**src/rtl/ascon_perm_core.sv**
```systemverilog
// Self-sequencing Ascon permutation engine: accepts a 320-bit state plus a round
// count, runs UNROLL rounds per clock and returns the result over valid/ready.
module ascon_perm_core #(
   parameter int UNROLL = 1,
   parameter int RND_W  = 4
) (
   input  logic             clk,
   input  logic             rst_n,
   input  logic             clear_i,
   input  logic             in_valid_i,
   output logic             in_ready_o,
   input  logic [319:0]     state_i,
   input  logic [RND_W-1:0] rounds_i,
   output logic             out_valid_o,
   input  logic             out_ready_i,
   output logic [319:0]     state_o,
   output logic             busy_o,
   output logic             err_o
);

   typedef enum logic [1:0] {IDLE, RUN, DONE} fsm_t;

   fsm_t         st_q, st_d;
   logic [319:0] state_q, state_d;
   logic [319:0] stage0, stage1;
   logic [3:0]   rnd_q, rnd_d, rnd_step, n_clamp;
   logic         err_q, err_d;
   logic         accept, last_rnd, over12;

   generate
      if (UNROLL != 1 && UNROLL != 2) begin : g_bad_unroll
         $error("ascon_perm_core: UNROLL must be 1 or 2");
      end
      if (RND_W < 4) begin : g_bad_rnd_w
         $error("ascon_perm_core: RND_W must be at least 4");
      end
   endgenerate

   function automatic logic [63:0] ror64(input logic [63:0] x, input int unsigned n);
      return (x >> n) | (x << (64 - n));
   endfunction

   // One full Ascon round: constant addition, bitsliced S-box, linear diffusion.
   function automatic logic [319:0] ascon_round(input logic [319:0] s, input logic [3:0] r);
      logic [63:0] x0, x1, x2, x3, x4;
      logic [63:0] t0, t1, t2, t3, t4;
      x0 = s[319:256];
      x1 = s[255:192];
      x2 = s[191:128];
      x3 = s[127:64];
      x4 = s[63:0];
      x2 = x2 ^ {56'd0, 4'hF - r, r};
      x0 = x0 ^ x4;
      x4 = x4 ^ x3;
      x2 = x2 ^ x1;
      t0 = ~x0 & x1;
      t1 = ~x1 & x2;
      t2 = ~x2 & x3;
      t3 = ~x3 & x4;
      t4 = ~x4 & x0;
      x0 = x0 ^ t1;
      x1 = x1 ^ t2;
      x2 = x2 ^ t3;
      x3 = x3 ^ t4;
      x4 = x4 ^ t0;
      x1 = x1 ^ x0;
      x0 = x0 ^ x4;
      x3 = x3 ^ x2;
      x2 = ~x2;
      x0 = x0 ^ ror64(x0, 19) ^ ror64(x0, 28);
      x1 = x1 ^ ror64(x1, 61) ^ ror64(x1, 39);
      x2 = x2 ^ ror64(x2, 1)  ^ ror64(x2, 6);
      x3 = x3 ^ ror64(x3, 10) ^ ror64(x3, 17);
      x4 = x4 ^ ror64(x4, 7)  ^ ror64(x4, 41);
      return {x0, x1, x2, x3, x4};
   endfunction

   assign over12     = rounds_i > RND_W'(12);
   assign n_clamp    = over12 ? 4'd12 : rounds_i[3:0];
   assign in_ready_o = (st_q == IDLE) || ((st_q == DONE) && out_ready_i);
   assign accept     = in_valid_i && in_ready_o;

   // Round datapath; the second stage is bypassed when only round 11 remains.
   always_comb begin
      stage0   = ascon_round(state_q, rnd_q);
      stage1   = stage0;
      rnd_step = rnd_q + 4'd1;
      last_rnd = (rnd_q >= 4'd11);
      if (UNROLL == 2 && rnd_q < 4'd11) begin
         stage1   = ascon_round(stage0, rnd_q + 4'd1);
         rnd_step = rnd_q + 4'd2;
         last_rnd = (rnd_q >= 4'd10);
      end
   end

   always_comb begin
      st_d    = st_q;
      state_d = state_q;
      rnd_d   = rnd_q;
      err_d   = err_q;
      if (clear_i) begin
         st_d  = IDLE;
         rnd_d = 4'd0;
      end else begin
         case (st_q)
            RUN: begin
               state_d = stage1;
               rnd_d   = rnd_step;
               if (last_rnd) st_d = DONE;
            end
            IDLE, DONE: begin
               if (st_q == DONE && out_ready_i) st_d = IDLE;
               if (accept) begin
                  state_d = state_i;
                  rnd_d   = 4'd12 - n_clamp;
                  st_d    = (n_clamp == 4'd0) ? DONE : RUN;
                  if (over12) err_d = 1'b1;
               end
            end
            default: st_d = IDLE;
         endcase
      end
   end

   always_ff @(posedge clk) begin
      if (!rst_n) begin
         st_q    <= IDLE;
         state_q <= '0;
         rnd_q   <= 4'd0;
         err_q   <= 1'b0;
      end else begin
         st_q    <= st_d;
         state_q <= state_d;
         rnd_q   <= rnd_d;
         err_q   <= err_d;
      end
   end

   assign out_valid_o = (st_q == DONE);
   assign busy_o      = (st_q == RUN);
   assign state_o     = state_q;
   assign err_o       = err_q;

endmodule
```
**config.mk**
```make
export PLATFORM = sky130hd
export DESIGN_NAME = ascon_perm_core
export DESIGN_NICKNAME = d
export VERILOG_FILES = /design/src/rtl/ascon_perm_core.sv
export SDC_FILE = /design/constraint.sdc
export NUM_CORES = 2
export LEC_CHECK = 0
export CAP_MARGIN = 20
export CORE_MARGIN = 1.5
export CORE_UTILIZATION = 35
export CTS_BUF_LIST = sky130_fd_sc_hd__clkbuf_8
export CTS_CLUSTER_SIZE = 8
export DETAILED_ROUTE_END_ITERATION = 10
export GPL_TIMING_DRIVEN = 0
export PLACE_DENSITY_LB_ADDON = 0.05
export SYNTH_ARGS = -nofsm -noshare
export SYNTH_HDL_FRONTEND = slang
export SYNTH_SLANG_ARGS = --single-unit
```
**constraint.sdc**
```tcl
create_clock -name clk -period 2.05 [get_ports clk]
set_input_delay 0.205 -clock clk [delete_from_list [all_inputs] [get_ports clk]]
set_output_delay 0.205 -clock clk [all_outputs]
set_load 0.005 [all_outputs]
```
==> flow_summary_export.csv <==
group,metric,value,unit
setup_path,start_kind,"flop",
synthesis,synth-edff-count,0,
route,wl_per_cell,39.1,um
synthesis,async_flop_share,0,%
route,wl,238000,um
sta,timing.final.crit_period,2.24,ns
setup_path,endpoint_kind,"flop",
floorplan,placementRows,108,
route,avgViaCountPerCell,6.26,
cts,clk_path_buf_depth,3,
cts,cts_tree,"yes",
synthesis,yosys.cell_count.top_type,"xnor2_1",
finish,multi_input_area,32900,um^2
synthesis,synth_top_area_share,21.1,%
setup_path,required,2.69,ns
worst_hold_path,min_path_cells,3,
cts,cts_max_level,3,
route,drc_errors,0,
synthesis,ys_warn_count,0,
cts,cts_sinks,327,
worst_hold_path,hold_path.class,"in2reg",
grt,grt_use_met1,61.4,%
sta,fmax,446,MHz
synthesis,synthTopCellsByCount,"xnor2_1 (383), o21ai_0 (381), dfxtp_1 (327)",
power_and_ir_drop,peakVddDrop,0.741,mV
cts,path_clk_slew,0.06,ns
floorplan,die_w,300,um
grt,antenna_found_initial,26,
status,outcome,"finished with violations",
finish,area_growth,86.8,%
power_and_ir_drop,p_leak,0.0228,uW
synthesis,synth_top_area_cell,"dfxtp_1",
synthesis,seq_area_frac_synth,21.1,%
synthesis,synth_area_per_cell,8.74,um^2
sta,setup_viol,109,
finish,fin_nets,5297,
floorplan,start_util,35.5,%
finish,drive_gt1_share,44.6,%
setup_path,arrival,2.88,ns
place,gp_congestion,1.15,
floorplan,fp.coreArea,87200,um^2
sta,final_hold_viol_count,0,
sta,finalClockSkew,0.0542,ns
grt,grt_pass1_wl,304000,um
route,num_vias,38000,
grt,grt_usage,50.2,%
power_and_ir_drop,power,67000,uW
route,first_pass_iters,6,
job,max_cap_viol_count,0,
floorplan,ios,653,
place,place_inst,5428,
sta,worst_slew_margin_rel,41.1,%
status,violations,"negative setup slack",
synthesis,syn_inst,3545,
synthesis,synth.ff_latch_count,327,
grt,overflow,0,
synthesis,ys_top_cells_by_area,"dfxtp_1 (21%), xnor3_1 (13%), xnor2_1 (11%)",
floorplan,die_height,300,um
route,antenna_left,0,
cts,cts-root-buf,"clkbuf_8",
sta,grt_setup_unrepaired,"yes",
route,drt_iter0_drc,4555,
floorplan,die-area,90300,um^2
synthesis,synth_area,31000,um^2
cts,clock_latency,0.76,ns
finish,fin_cells,6070,
grt,use_met3,16.2,%
setup_path,worst-path-max-fanout,3,
grt,grt-busiest-layer,"met2",
place,dp.final_hpwl,186000,um
sta,period_share,109,%
power_and_ir_drop,p_per_area,1160,nW/um^2
finish,finish.utilization,66.4,%
sta,slew_violations,0,
synthesis,synth_flop_cell,"dfxtp_1",
setup_path,reg2reg_depth,7,
finish,fill_cells,6631,
grt,grt_pass1_vias,35500,
sta,tightestPinTransition,0.883,ns
cts,cts_inserted_buffers,71,
grt,grt_max_degree,11,
setup_path,crit_type,"reg2reg",
synthesis,syn_nets,4004,
place,io_buffers,651,
finish,seqCellArea,7270,um^2
grt,grt_use_met2,72.4,%
sta,final.setup.worst_slack,-0.190,ns
synthesis,synth.distinct_cells,51,
## metal layers
| metal | vias up | wire (um) |
|---|---|---|
| met5 | - | 198 |
| li1 | 15200 | - |
| met4 | 10 | 25100 |
| met1 | 18800 | 83100 |
| met2 | 3088 | 97400 |
| met3 | 852 | 31800 |
## placed cells by master, fill, tap and decap left out, drive strengths merged, types with 30 or more instances in the layout
| cell | Yosys | routed |
|---|---|---|
| clkdlybuf4s50 | 0 | 637 |
| buf | 34 | 606 |
| xnor2 | 417 | 417 |
| o21ai | 415 | 415 |
| dfxtp | 327 | 327 |
| nor2 | 292 | 292 |
| clkbuf | 120 | 214 |
| xor2 | 209 | 209 |
| inv | 196 | 207 |
| xnor3 | 182 | 182 |
| nand2 | 179 | 179 |
| a21oi | 145 | 145 |
| ha | 130 | 130 |
| a211oi | 125 | 125 |
| a22oi | 101 | 101 |
| a21boi | 99 | 99 |
| or3 | 78 | 78 |
| a41oi | 67 | 67 |
| a211o | 64 | 64 |
| maj3 | 64 | 64 |
| nor3 | 64 | 64 |
| or3b | 60 | 60 |
| and3 | 30 | 30 |
## registers in the layout (all words and copies together), names as in the netlist
signal   flops
err_o        1
st_q         2
state_o    320
rnd_q        4
## kinds of logic (layout without fill, tap and decap cells)
| group | Yosys count | after routing | synth area share [%] |
|---|---|---|---|
| AO/OA/AOI/OAI | 1113 | 1113 | 23.3 |
| XOR/XNOR | 814 | 814 | 32.4 |
| adder cells (fa/ha/maj) | 194 | 194 | 7.32 |
| buffers and inverters | 350 | 1694 | 4.33 |
| flip-flops | 327 | 327 | 21.1 |
| multiplexers | 6 | 6 | 0.206 |
| other | 0 | 26 | 0 |
| AND/OR/NAND/NOR | 741 | 741 | 11.3 |
## area by class of cell
| cell class | count | share of cell area (%) |
|---|---|---|
| Timing Repair Buffer | 1223 | 22.1 |
| Clock inverter | 29 | 0.268 |
| Tap cell | 1155 | 2.50 |
| Sequential cell | 327 | 12.6 |
| Antenna cell | 26 | 0.112 |
| Multi-Input combinational cell | 2868 | 56.9 |
| Clock buffer | 95 | 2.26 |
| Inverter | 196 | 1.46 |
| Buffer | 151 | 1.83 |
## power breakdown
group / leakage (uW) / internal [uW] / switching, uW / total [uW]
Clock: 0.000838 / 4240 / 3780 / 8020
Sequential: 0.00284 / 7060 / 1630 / 8700
Combinational: 0.0191 / 25000 / 25300 / 50300
## path summary, 6_finish.rpt
check               startpoint      endpoint  slack [ns]
setup / recovery  state_o[217]  state_o[262]       -0.19
hold / removal    state_i[301]  state_o[301]        0.08
setup reg to reg  state_o[217]  state_o[262]       -0.19
hold reg to reg          err_o         err_o        0.48
## through the flow
| step | hold slack, ns | worst slack [ns] | instance area [um^2] | setup TNS [ns] |
|---|---|---|---|---|
| final | 0.0777 | -0.190 | 57900 | -4.42 |
| after global routing | 0.0821 | -0.154 | 57800 | -5.64 |
| after CTS | 0.0601 | -0.148 | 53600 | -0.896 |
| after detailed placement | 0.466 | -1.89 | 39700 | -364.05 |
| after global placement | 0.455 | -2.64 | 39000 | -547.78 |
| after floorplan | 0.336 | 0.00494 | 31000 | 0 |
## worst max-delay path, cell delays in order (launching register included)
cell and delay, ns:
dfxtp_4 0.44, clkinvlp_4 0.18, ha_4 0.23, xnor2_2 0.23, xnor2_2 0.16, buf_6 0.17, xnor3_2 0.54, o21ai_0 0.16
## repair_timing
action	4_1_cts	5_1_grt
hold buffers	0	0
gates resized for setup	1738	727
endpoints found under the setup margin	406	327
pin swaps	310	262
gates cloned	3	0
setup buffers	357	139
Note: power is estimated with default switching activity, not from simulation.
